File: src/rtl/led_cube_frame_assembler_if.sv
// Byte-stream input, display-bank read port and frame status shared between
// the UART reader side (master) and the frame assembler (slave).
interface led_cube_frame_assembler_if;
   logic       rx_valid;
   logic [7:0] rx_data;
   logic [2:0] rd_layer;
   logic [2:0] rd_latch;
   logic [7:0] rd_data;
   logic       frame_valid;
   logic       frame_swap;
   logic [7:0] frame_count;
   logic       err_pulse;

   modport master (
      output rx_valid, rx_data, rd_layer, rd_latch,
      input  rd_data, frame_valid, frame_swap, frame_count, err_pulse
   );

   modport slave (
      input  rx_valid, rx_data, rd_layer, rd_latch,
      output rd_data, frame_valid, frame_swap, frame_count, err_pulse
   );
endinterface

File: src/rtl/led_cube_frame_assembler.sv
// Sync-locked 64-byte cube frame assembler with a double-buffered frame store.
// Optional XOR checksum byte after the frame: define LED_CUBE_FRAME_CHECKSUM_EN.
module led_cube_frame_assembler #(
   parameter logic [7:0]  SYNC_BYTE      = 8'hA5,
   parameter int unsigned TIMEOUT_CYCLES = 500000
) (
   input  logic                       clock_sink_clk,
   input  logic                       reset_sink_reset,
   led_cube_frame_assembler_if.slave  bus
);

   localparam int unsigned   TW   = (TIMEOUT_CYCLES > 1) ? $clog2(TIMEOUT_CYCLES) : 1;
   localparam logic [TW-1:0] TMAX = TW'(TIMEOUT_CYCLES - 1);

`ifdef LED_CUBE_FRAME_CHECKSUM_EN
   typedef enum logic [1:0] {S_HUNT, S_COLLECT, S_CHECK, S_SWAP} state_t;
`else
   typedef enum logic [1:0] {S_HUNT, S_COLLECT, S_SWAP} state_t;
`endif

   state_t        r_state;
   logic [5:0]    r_idx;
   logic [TW-1:0] r_tcnt;
   logic          r_disp_bank;
   logic          r_frame_valid;
   logic          r_frame_swap;
   logic [7:0]    r_frame_count;
   logic          r_err_pulse;
   logic [7:0]    r_rd_data;
`ifdef LED_CUBE_FRAME_CHECKSUM_EN
   logic [7:0]    r_xor;
`endif

   // Both banks in one array; the MSB of the address is the bank select.
   logic [7:0]    r_mem [0:127];

   logic          w_wr_en;
   logic [6:0]    w_wr_addr;
   logic [6:0]    w_rd_addr;
   logic          w_timeout;

   assign w_wr_en   = (r_state == S_COLLECT) && bus.rx_valid;
   assign w_wr_addr = {~r_disp_bank, r_idx};
   assign w_rd_addr = {r_disp_bank, bus.rd_layer, bus.rd_latch};
   assign w_timeout = (r_tcnt == TMAX);

   always_ff @(posedge clock_sink_clk) begin
      if (w_wr_en) begin
         r_mem[w_wr_addr] <= bus.rx_data;
      end
   end

   always_ff @(posedge clock_sink_clk or posedge reset_sink_reset) begin
      if (reset_sink_reset) begin
         r_state       <= S_HUNT;
         r_idx         <= '0;
         r_tcnt        <= '0;
         r_disp_bank   <= 1'b0;
         r_frame_valid <= 1'b0;
         r_frame_swap  <= 1'b0;
         r_frame_count <= '0;
         r_err_pulse   <= 1'b0;
         r_rd_data     <= '0;
`ifdef LED_CUBE_FRAME_CHECKSUM_EN
         r_xor         <= '0;
`endif
      end else begin
         r_frame_swap <= 1'b0;
         r_err_pulse  <= 1'b0;
         r_rd_data    <= r_frame_valid ? r_mem[w_rd_addr] : '0;

         case (r_state)
            S_HUNT: begin
               if (bus.rx_valid && (bus.rx_data == SYNC_BYTE)) begin
                  r_state <= S_COLLECT;
                  r_idx   <= '0;
                  r_tcnt  <= '0;
`ifdef LED_CUBE_FRAME_CHECKSUM_EN
                  r_xor   <= '0;
`endif
               end
            end

            S_COLLECT: begin
               if (bus.rx_valid) begin
                  r_idx  <= r_idx + 6'd1;
                  r_tcnt <= '0;
`ifdef LED_CUBE_FRAME_CHECKSUM_EN
                  r_xor  <= r_xor ^ bus.rx_data;
                  if (r_idx == 6'd63) begin
                     r_state <= S_CHECK;
                  end
`else
                  // frame_swap is raised on entry so it is high for the whole SWAP cycle.
                  if (r_idx == 6'd63) begin
                     r_state      <= S_SWAP;
                     r_frame_swap <= 1'b1;
                  end
`endif
               end else if (w_timeout) begin
                  r_state     <= S_HUNT;
                  r_err_pulse <= 1'b1;
               end else begin
                  r_tcnt <= r_tcnt + TW'(1);
               end
            end

`ifdef LED_CUBE_FRAME_CHECKSUM_EN
            S_CHECK: begin
               if (bus.rx_valid) begin
                  r_tcnt <= '0;
                  if (bus.rx_data == r_xor) begin
                     r_state      <= S_SWAP;
                     r_frame_swap <= 1'b1;
                  end else begin
                     r_state     <= S_HUNT;
                     r_err_pulse <= 1'b1;
                  end
               end else if (w_timeout) begin
                  r_state     <= S_HUNT;
                  r_err_pulse <= 1'b1;
               end else begin
                  r_tcnt <= r_tcnt + TW'(1);
               end
            end
`endif

            S_SWAP: begin
               r_disp_bank   <= ~r_disp_bank;
               r_frame_count <= r_frame_count + 8'd1;
               r_frame_valid <= 1'b1;
               r_state       <= S_HUNT;
            end

            default: r_state <= S_HUNT;
         endcase
      end
   end

   assign bus.rd_data     = r_rd_data;
   assign bus.frame_valid = r_frame_valid;
   assign bus.frame_swap  = r_frame_swap;
   assign bus.frame_count = r_frame_count;
   assign bus.err_pulse   = r_err_pulse;

endmodule

File: src/flat_wrapper.sv
// flat-port wrapper written by rule: the top's interface ports become plain ports
module led_cube_frame_assembler_flat 
#(
   parameter logic [7:0]  SYNC_BYTE      = 8'hA5,
   parameter int unsigned TIMEOUT_CYCLES = 500000
)
  (clock_sink_clk, reset_sink_reset, bus_rx_valid, bus_rx_data, bus_rd_layer, bus_rd_latch, bus_rd_data, bus_frame_valid, bus_frame_swap, bus_frame_count, bus_err_pulse);
  led_cube_frame_assembler_if bus_i ();
  input  logic clock_sink_clk;
  input  logic reset_sink_reset;
  input wire logic [$bits(bus_i.rx_valid)-1:0] bus_rx_valid;
  input wire logic [$bits(bus_i.rx_data)-1:0] bus_rx_data;
  input wire logic [$bits(bus_i.rd_layer)-1:0] bus_rd_layer;
  input wire logic [$bits(bus_i.rd_latch)-1:0] bus_rd_latch;
  output wire logic [$bits(bus_i.rd_data)-1:0] bus_rd_data;
  output wire logic [$bits(bus_i.frame_valid)-1:0] bus_frame_valid;
  output wire logic [$bits(bus_i.frame_swap)-1:0] bus_frame_swap;
  output wire logic [$bits(bus_i.frame_count)-1:0] bus_frame_count;
  output wire logic [$bits(bus_i.err_pulse)-1:0] bus_err_pulse;
  assign bus_i.rx_valid = bus_rx_valid;
  assign bus_i.rx_data = bus_rx_data;
  assign bus_i.rd_layer = bus_rd_layer;
  assign bus_i.rd_latch = bus_rd_latch;
  assign bus_rd_data = bus_i.rd_data;
  assign bus_frame_valid = bus_i.frame_valid;
  assign bus_frame_swap = bus_i.frame_swap;
  assign bus_frame_count = bus_i.frame_count;
  assign bus_err_pulse = bus_i.err_pulse;
  led_cube_frame_assembler #(.SYNC_BYTE(SYNC_BYTE), .TIMEOUT_CYCLES(TIMEOUT_CYCLES)) u_core (.clock_sink_clk(clock_sink_clk), .reset_sink_reset(reset_sink_reset), .bus(bus_i));
endmodule
File: config.mk
export PLATFORM = sky130hd
export DESIGN_NAME = led_cube_frame_assembler_flat
export DESIGN_NICKNAME = d
export VERILOG_FILES = /design/src/rtl/led_cube_frame_assembler_if.sv /design/src/rtl/led_cube_frame_assembler.sv /design/src/flat_wrapper.sv
export SDC_FILE = /design/constraint.sdc
export NUM_CORES = 1
export LEC_CHECK = 0
export BUFFER_PORTS_ARGS = -buffer_cell sky130_fd_sc_hd__buf_4
export CAP_MARGIN = 10
export CELL_PAD_IN_SITES_DETAIL_PLACEMENT = 1
export CELL_PAD_IN_SITES_GLOBAL_PLACEMENT = 2
export CORE_ASPECT_RATIO = 0.9
export CORE_MARGIN = 4
export CORE_UTILIZATION = 35
export DETAILED_ROUTE_END_ITERATION = 6
export PLACE_DENSITY_LB_ADDON = 0.1
export SYNTH_ARGS = -nofsm -noshare
export SYNTH_HDL_FRONTEND = slang
export SYNTH_SLANG_ARGS = --single-unit
File: constraint.sdc
create_clock -name clock_sink_clk -period 1.95 [get_ports clock_sink_clk]
set_input_delay 0.195 -clock clock_sink_clk [delete_from_list [all_inputs] [get_ports clock_sink_clk]]
set_output_delay 0.195 -clock clock_sink_clk [all_outputs]
set_load 0.01 [all_outputs]
=== Yosys cells after proc, flatten, opt, wreduce, memory -nomap -nowiden ===
Memory sizes are Yosys's and may differ from the RTL's.
Cells that the tools add are included.

* Reduce and logical (&&, ||, !) cells: 7
* Equal/unequal tests: 10
* Bitwise operators: 1
* Multiplexer cells: 21
* Add/subtract/negate cells: 3

{| class="wikitable"
|+ Operators by type and width
! cell !! count
|-
| $mux W19 || 3
|-
| $pmux W19 S2 || 1
|-
| $add A19 B1 Y19 const B || 1
|-
| $eq A19 B19 Y1 const B || 1
|-
| $mux W6 || 2
|-
| $pmux W6 S2 || 1
|-
| $reduce_and A3 Y1 || 3
|-
| $add A8 B1 Y8 const B || 1
|-
| $eq A8 B8 Y1 const B || 1
|-
| $mux W1 || 8
|-
| $mux W2 || 4
|-
| $mux W8 || 1
|-
| $add A6 B1 Y6 const B || 1
|-
| $eq A6 B6 Y1 const B || 1
|-
| $ne A3 B3 Y1 const B || 2
|-
| $pmux W2 S2 || 1
|-
| $ne A3 B2 Y1 const B || 1
|-
| $eq A2 B1 Y1 const B || 1
|-
| $eq A2 B2 Y1 const B || 1
|-
| $logic_and A1 B1 Y1 || 2
|-
| $logic_not A2 Y1 || 1
|-
| $ne A2 B1 Y1 const B || 1
|-
| $ne A2 B2 Y1 const B || 1
|-
| $reduce_bool A2 Y1 || 1
|-
| $not A1 Y1 || 1
|}

* Memory bits (writable): 1024
* Bits in registers: 47
* Memories kept: 1
* Bits of input ports: 17
* Logic and storage cells: 52
* Output and inout bits: 19

{| class="wikitable"
|+ Memories
! name !! depth !! bits a word !! read ports !! clocked after memory_dff !! wr ports !! line !! RTL
|-
| u_core.r_mem || 128 || 8 || 1 || 0 || 1 || led_cube_frame_assembler.sv:35 || <nowiki>logic [7:0] r_mem [0:127];</nowiki>
|}

=== Longest topological paths before layout ===
Gate-level depths: netlist of the first run.

* Depth in word-level cells: 4
* Mapped depth: 11

=== Least setup slack after synthesis of the first run ===
No wires, ideal clock.

* Path kind: flip-flop to flip-flop
* Start point: register u_core.r_state[0]
* End point: memory u_core.r_mem[38][0], enable pin
* Setup slack: -0.154 ns
* Period minus slack after synthesis: 2.104 ns
* Cell stages (with the launch flop): 6
* Data arrival time: 1.734 ns
* Data required time: 1.580 ns
* Setup time: 0.370 ns
* Path buffers: 1
* Path through: dfrtp_1 > inv_1 > nor3_1 > nand3_1 > clkbuf_1 > nor2_1

* Cells in the longest elaborated chain, start to end: 4

{| class="wikitable"
|+ Ends and longest elaborated chain
! element !! line !! RTL
|-
| from (decl) || led_cube_frame_assembler.sv:21 || <nowiki>state_t r_state;</nowiki>
|-
| from (signal assigned) || led_cube_frame_assembler.sv:55 || <nowiki>r_state <= S_HUNT;</nowiki>
|-
| from (signal assigned) || led_cube_frame_assembler.sv:75 || <nowiki>r_state <= S_COLLECT;</nowiki>
|-
| from (signal assigned) || led_cube_frame_assembler.sv:96 || <nowiki>r_state <= S_SWAP;</nowiki>
|-
| $eq A2 B1 Y1 || led_cube_frame_assembler.sv:42 || <nowiki>assign w_wr_en = (r_state == S_COLLECT) && bus.rx_valid;</nowiki>
|-
| $logic_and A1 B1 Y1 || led_cube_frame_assembler.sv:42 ||
|-
| $mux W1 || led_cube_frame_assembler.sv:48 || <nowiki>if (w_wr_en) begin</nowiki>
|-
| $mux W1 (not written as such) || led_cube_frame_assembler.sv:49 || <nowiki>r_mem[w_wr_addr] <= bus.rx_data;</nowiki>
|-
| to (decl) || led_cube_frame_assembler.sv:35 ||
|}

No other way between the ends.

=== Worst setup path in the final report of the first run ===
* Start point: register u_core.r_tcnt[14]
* End point: register u_core.r_tcnt[4]

* Cells in the longest elaborated chain, start to end: 3

{| class="wikitable"
|+ Ends and longest elaborated chain
! element !! line !! RTL
|-
| from (decl) || led_cube_frame_assembler.sv:23 || <nowiki>logic [TW-1:0] r_tcnt;</nowiki>
|-
| from (signal assigned) || led_cube_frame_assembler.sv:104 || <nowiki>r_tcnt <= r_tcnt + TW'(1);</nowiki>
|-
| $eq A19 B19 Y1 || led_cube_frame_assembler.sv:45 || <nowiki>assign w_timeout = (r_tcnt == TMAX);</nowiki>
|-
| $ne A3 B3 Y1 (no source line) || - ||
|-
| $reduce_and A3 Y1 (no source line) || - ||
|}

No other way between the ends.
A chain may end at the register's enable or synchronous reset.

==> metrics, run 1 <==
Max-slew headroom=0.374; vias post-DR=22400; reg-to-reg startpoint=u_core.r_tcnt[14]$_DFFE_PP0P_; nets@finish=2610; hold violation total from the final report=0; post-synthesis sequential element count=1071; worst hold path type=input port to async pin; sequential-to-total area share from yosys stat=0.762; number of input and output port buffers inserted=35; detailed-router iteration count before antenna repair=5; leakage power of the design=17.5 nW; count of maximum capacitance violations=0; Top FF cell, synth=edfxtp_1; core region area=119000 sq um; Yosys cell types=57; Mean Syn Cell Area=19.7 sq um; sum of overflow across all layers after global routing=0; sum of negative setup slack=-1640 ps; Post-synth ARST share=0.0439; violations in the final reports=setup timing; Inserted Clock Buffers=114; clock-pin slew on the worst setup and hold paths=60 ps; count of flip-flops with a built-in enable after synthesis=1024; number of antenna violations at the first check in global routing=8; Syn-to-layout area delta=25.0%; top-area cell type share of the netlist area=0.734; largest fanout on the critical path=4; run status=finished with violations; Data arrival, critical path=2680 ps; time the final worst path needs with I/O delays and setup=2080 ps; horizontal die dimension=373 um; final WL=123 mm; Critical Path Sink Type=flip-flop; Worst IR Drop VDD=0.000605 V; vias per inst=5.26; DRC marker count from the first detailed-route iteration=2176; Initial Util=0.352; number of filler instances in the final layout=11200; share of post-route cells with drive strength above 1=0.370; post-synth design cell area=41900 sq um; synthesized instance count=2124; worst path required time=2550 ps; buffer type at the clock tree root=clkbuf_16; number of nets with antenna violations after routing=0; crit share post-route=1.07; max-slew violation count=0; Skew-Pair Late Insertion Delay=730 ps; non-filler instance count after layout=4268; half-perimeter wire length of the detailed placement result=80.8 mm; total nets after synthesis=2145; Ant. Diodes=0; drt drc=0; cell area power density=945 nW/um^2; maximum level of the CTS H-tree=3; TritonCTS clock tree=done; most used cells in the layout excluding fill and tap cells=1024 x edfxtp_1, 359 x buf_4, 214 x mux4_2; leading area contributor after synthesis=edfxtp_1; average wire per standard cell=28.9 um; CTS Buffer Depth=3; vertical die dimension=336 um; pin count of the biggest net entering global routing=129; maximum frequency from static timing analysis=481 MHz; final RePlAce weighted congestion=0.773; via count of the first global-routing pass=23600; Die Area=125000 sq um; slew at the pin with the worst max-slew slack=939 ps; post-layout worst setup margin=-129 ps; number of placed instances with taps included=4046; Yosys warnings=0; Finish-stage setup viols=25; Worst Setup Path Type=flip-flop to flip-flop; CP Launch Point=u_core.r_tcnt[14]$_DFFE_PP0P_; RSZ-0062 raised after global routing=yes; kind of start point of the critical path=flip-flop; count of standard-cell rows=120; post-route clock skew=22.2 ps; first-pass GRT wire length=176 mm; number of top-level design ports=36; all-layer global routing usage=0.195; largest cells by area after synthesis=edfxtp_1 73%, mux4_2 12%, dfrtp_1 2.8%; most common library cell in the layout ignoring fill and taps=edfxtp_1; TritonCTS Sinks=1071
[worst max-delay path, cell delays in order, from the launching register on]
cell and delay, ps:
dfrtp_1 410, nor4_4 280, nand4_1 240, o31ai_4 360
buf_6 170, buf_6 100, buf_4 110, a211oi_2 60
xnor2_1 180, nor2_1 60
[timing repair]
action,in CTS,in global routing
buffers inserted,10,6
hold endpoints to repair,53,0
pin swaps,23,15
setup endpoints to repair,447,950
cloned,0,3
hold buffers,2,0
gates resized for setup,163,89
[cell families (layout without fill, tap and decap cells)]
logic type,Yosys count,in the layout,synth area share
DFF,1071,1071,0.762
and+or+nand+nor,390,390,0.0428
muxes,323,323,0.141
AOI/OAI and AO/OA,182,182,0.0317
buffers and inverters,128,686,0.0157
xor gates and xnor gates,26,26,0.00544
adders and majority gates,4,4,0.00119
[flip-flops by register name, summed over array words and instances (netlist names), 2 cells and up]
| name | flops |
|---|---|
| u_core.r_mem | 1024 |
| u_core.r_tcnt | 19 |
| u_core.bus.frame_count | 8 |
| u_core.bus.rd_data | 8 |
| u_core.r_idx | 6 |
| u_core.r_state | 2 |
[report_power, final]
part,leakage [nW],internal (mW),total (mW),switching (mW)
registers,9.85,25.3,25.3,0.0894
clock network,1.78,12.5,21.4,8.93
logic,5.85,1.07,2.70,1.64
[metal layers]
| layer | part of all wire | track usage |
|---|---|---|
| met5 | 0 | 0 |
| met2 | 0.45 | 0.296 |
| met3 | 0.054 | 0.0350 |
| met4 | 0.018 | 0.0433 |
| met1 | 0.47 | 0.294 |
[metrics by stage]
stage | total power [mW] | area (sq um) | setup slack, ps | utilization | hold slack [ps]
floorplan | 27.0 | 41900 | -127 | - | 294
global placement | 28.3 | 47400 | -826 | 0.399 | 274
detailed placement | 28.4 | 47400 | -785 | 0.399 | 279
CTS | 50.0 | 51800 | -115 | 0.436 | 9.63
global route | 51.3 | 52400 | -253 | 0.440 | 38.7
finish | 49.5 | 52400 | -129 | 0.440 | 75.3
[Yosys cell counts (all sizes together), types with 3 or more instances]
master,n
nor3,6
ha,4
and4,4
o31ai,3
xor2,8
o221ai,6
nand3,61
a2111oi,10
o22ai,12
a221oi,36
nand3b,3
and2,12
inv,11
nand2b,5
a31oi,9
a32oi,3
buf,68
nor2b,11
and3,5
o21ai,40
clkbuf,49
dfrtp,47
a22o,12
a211oi,11
mux4,214
xnor2,18
nand4,23
edfxtp,1024
a21oi,4
mux2i,109
nand2,84
a22oi,28
nor2,161
[worst paths after layout]
check,endpoint,slack (ps),cells past startpoint
setup / recovery,u_core.r_tcnt[4]$_DFFE_PP0P_,-130,9
hold / removal,u_core.bus.frame_count[7]$_DFFE_PP0N_,80,4
setup reg to reg,u_core.r_tcnt[4]$_DFFE_PP0P_,-130,9
hold reg to reg,u_core.bus.frame_count[7]$_DFFE_PP0N_,500,1
max in group asynchronous,u_core.r_disp_bank$_DFFE_PP0N_,1570,4
min in group clock_sink_clk,u_core.r_mem[104][3]$_DFFE_PP_,80,2
[layout make-up]
| type | instances | area [sq um] | share of cell area |
|---|---|---|---|
| clock inverters | 58 | 532 | 0.0102 |
| inverters | 11 | 41.3 | 0.000788 |
| multi-input cells | 925 | 10300 | 0.197 |
| well taps | 1586 | 1980 | 0.0379 |
| repair buffers | 466 | 4440 | 0.0847 |
| flip-flops and latches | 1071 | 31900 | 0.610 |
| clock buffers | 151 | 3130 | 0.0597 |
Power figures use the tool's default switching activity.
==> inputs of run 2 (changes only) <==
- SKIP_CTS_REPAIR_TIMING: default -> 1
==> run 2 against run 1 <==
Net effect: the run still ends with setup timing left; sequential power hardly changed; non-clock buffer count unchanged; power about the same; clock-buffer cell count is the same; via count grew 0.33%; final cell count about the same; critical endpoint is now u_core.bus.rd_data[5]$_DFF_PP0_.
==> metrics, run 2 (synthesis gave the netlist of run 1 again) <==
run status=finished with violations (unchanged); violations in the final reports=setup timing (unchanged); buffer type at the clock tree root=clkbuf_16 (unchanged); detailed-router iteration count before antenna repair=5 (unchanged); time the final worst path needs with I/O delays and setup=2100 ps (was 2080 ps); vias post-DR=22500 (was 22400); hold path startpoint=bus_rx_data[3]; final RePlAce weighted congestion=0.773 (unchanged); nets@finish=2610 (unchanged); TritonCTS clock tree=done (unchanged); cell area power density=948 nW/um^2 (was 945 nW/um^2); number of nets with antenna violations after routing=0 (unchanged); horizontal die dimension=373 um (unchanged); maximum frequency from static timing analysis=476 MHz (was 481 MHz); Syn-to-layout area delta=24.5% (was 25.0%); sum of negative setup slack=-1370 ps (was -1640 ps); via count of the first global-routing pass=23500 (was 23600); worst hold path type=input port to flip-flop (was input port to async pin); Die Area=125000 sq um (unchanged); area used by multi-input combinational logic=10200 sq um (was 10300 sq um); clock-pin slew on the worst setup and hold paths=60 ps (about the same); post-layout worst setup margin=-149 ps (was -129 ps); number of input and output port buffers inserted=35 (unchanged); crit share post-route=1.08 (was 1.07); Worst IR Drop VDD=0.000606 V (was 0.000605 V); sequence of cells on the critical path=or4b_4 > a221oi_1 > o21ai_0 > nand4_1 > buf_4 > o21ai_2 > nand3_1 (was nor4_4 > nand4_1 > o31ai_4 > buf_6 > buf_6 > buf_4 > a211oi_2 > xnor2_1 > nor2_1); CTS Buffer Depth=3 (unchanged); category of cells accounting for the largest share of critical-path delay=simple AND/OR/NAND/NOR gates (unchanged); Inserted Clock Buffers=114 (unchanged); all-layer global routing usage=0.194 (was 0.195); count of cells along the worst register-to-register path=7 (was 9); vertical die dimension=336 um (unchanged); setup slack after placement=-785 ps (unchanged); registers with the most flip-flops=u_core.r_mem: 1024 flops, u_core.r_tcnt: 19 flops (unchanged); leakage power of the design=17.4 nW (was 17.5 nW); worst path required time=2600 ps (was 2550 ps); hold violation total from the final report=0 (unchanged); Worst Setup Path Type=flip-flop to flip-flop (unchanged); number of antenna violations at the first check in global routing=8 (unchanged); number of top-level design ports=36 (unchanged); Finish-stage setup viols=22 (was 25); slowest stage cell on the critical path=or4b_4 (was dfrtp_1); most used cells in the layout excluding fill and tap cells=1024 x edfxtp_1, 374 x buf_4, 214 x mux4_2 (was 1024 x edfxtp_1, 359 x buf_4, 214 x mux4_2); TritonCTS Sinks=1071 (unchanged); Largest register FFs=1024 (unchanged); largest fanout on the critical path=7 (was 4); share of post-route cells with drive strength above 1=0.366 (was 0.370); count of maximum capacitance violations=0 (unchanged); largest register by flop count=u_core.r_mem (unchanged); Final Total Pwr=49.5 mW (about the same); post-route clock skew=18.8 ps (was 22.2 ps); Skew-Pair Late Insertion Delay=720 ps (was 730 ps); Sequential cell area=31900 sq um (about the same); drt drc=0 (unchanged); max-slew violation count=0 (unchanged); core region area=119000 sq um (unchanged); vias per inst=5.27 (was 5.26); worst path bufs/invs=1 (was 3); Max-slew headroom=0.376 (was 0.374); number of filler instances in the final layout=11200 (about the same); hold path depth=2; final WL=123 mm (about the same); max incr delay on CP=590 ps (was 410 ps); first-pass GRT wire length=175 mm (was 176 mm); Initial Util=0.352 (unchanged); half-perimeter wire length of the detailed placement result=80.8 mm (unchanged); count of standard-cell rows=120 (unchanged); DRC marker count from the first detailed-route iteration=2042 (was 2176); kind of start point of the critical path=flip-flop (unchanged); CP Launch Point=u_core.r_disp_bank$_DFFE_PP0N_ (was u_core.r_tcnt[14]$_DFFE_PP0P_); RSZ-0062 raised after global routing=yes (unchanged); Critical Path Sink Type=flip-flop (unchanged); reg-to-reg startpoint=u_core.r_disp_bank$_DFFE_PP0N_ (was u_core.r_tcnt[14]$_DFFE_PP0P_); slew at the pin with the worst max-slew slack=935 ps (was 939 ps); average wire per standard cell=28.8 um (was 28.9 um); sum of overflow across all layers after global routing=0 (unchanged); maximum level of the CTS H-tree=3 (unchanged); pin count of the biggest net entering global routing=129 (unchanged); most common library cell in the layout ignoring fill and taps=edfxtp_1 (unchanged); number of cells on the critical path=7 (was 9); Data arrival, critical path=2750 ps (was 2680 ps)
[run 2: cell count changes in the layout (fill, tap and decap cells not counted), sizes merged]
cell    delta
clkbuf     -1
diode      +1
buf        +1
[run 2: layer usage]
layer,vias to the layer above,wire length (um),part of all wire,GRT usage
met5,-,0,0,0
met3,143,6270,0.051,0.0345
met2,551,56000,0.46,0.293
met4,0,2030,0.016,0.0430
met1,12200,58700,0.48,0.293
li1,9654,-,-,-
[run 2: stage by stage]
| stage | cells | utilization | hold slack, ps | cell area, sq um |
|---|---|---|---|---|
| floorplan | 2124 | - | 294 | 41900 |
| global placement | 4046 | 0.399 | 274 | 47400 |
| detailed placement | 4046 | 0.399 | 279 | 47400 |
| CTS | 4255 | 0.429 | -519 | 51100 |
| global route | 4268 | 0.439 | 38.7 | 52200 |
| finish | 4269 | 0.439 | 74.6 | 52200 |
[run 2: area by class of cell]
| type | instances | area share |
|---|---|---|
| tap | 1586 | 0.0380 |
| clock inverter | 58 | 0.0102 |
| clock buffer | 151 | 0.0599 |
| antenna | 1 | 0.0000480 |
| multi-input combinational | 925 | 0.196 |
| inverter | 11 | 0.000791 |
| sequential | 1071 | 0.612 |
| timing repair buffer | 466 | 0.0835 |
[run 2: worst paths after layout]
check	endpoint	slack, ps
worst min register to register	u_core.bus.frame_count[7]$_DFFE_PP0N_	500
min in group asynchronous	u_core.bus.frame_count[7]$_DFFE_PP0N_	80
worst max register to register	u_core.bus.rd_data[5]$_DFF_PP0_	-150
worst max-delay path	u_core.bus.rd_data[5]$_DFF_PP0_	-150
worst min-delay path	u_core.r_mem[104][3]$_DFFE_PP_	70
max in group asynchronous	u_core.r_disp_bank$_DFFE_PP0N_	1580
[run 2: report_power, final]
part	internal, mW	switching [mW]	leakage, nW
clock	12.5	8.92	1.78
sequential	25.3	0.0822	9.84
combinational	1.05	1.64	5.81
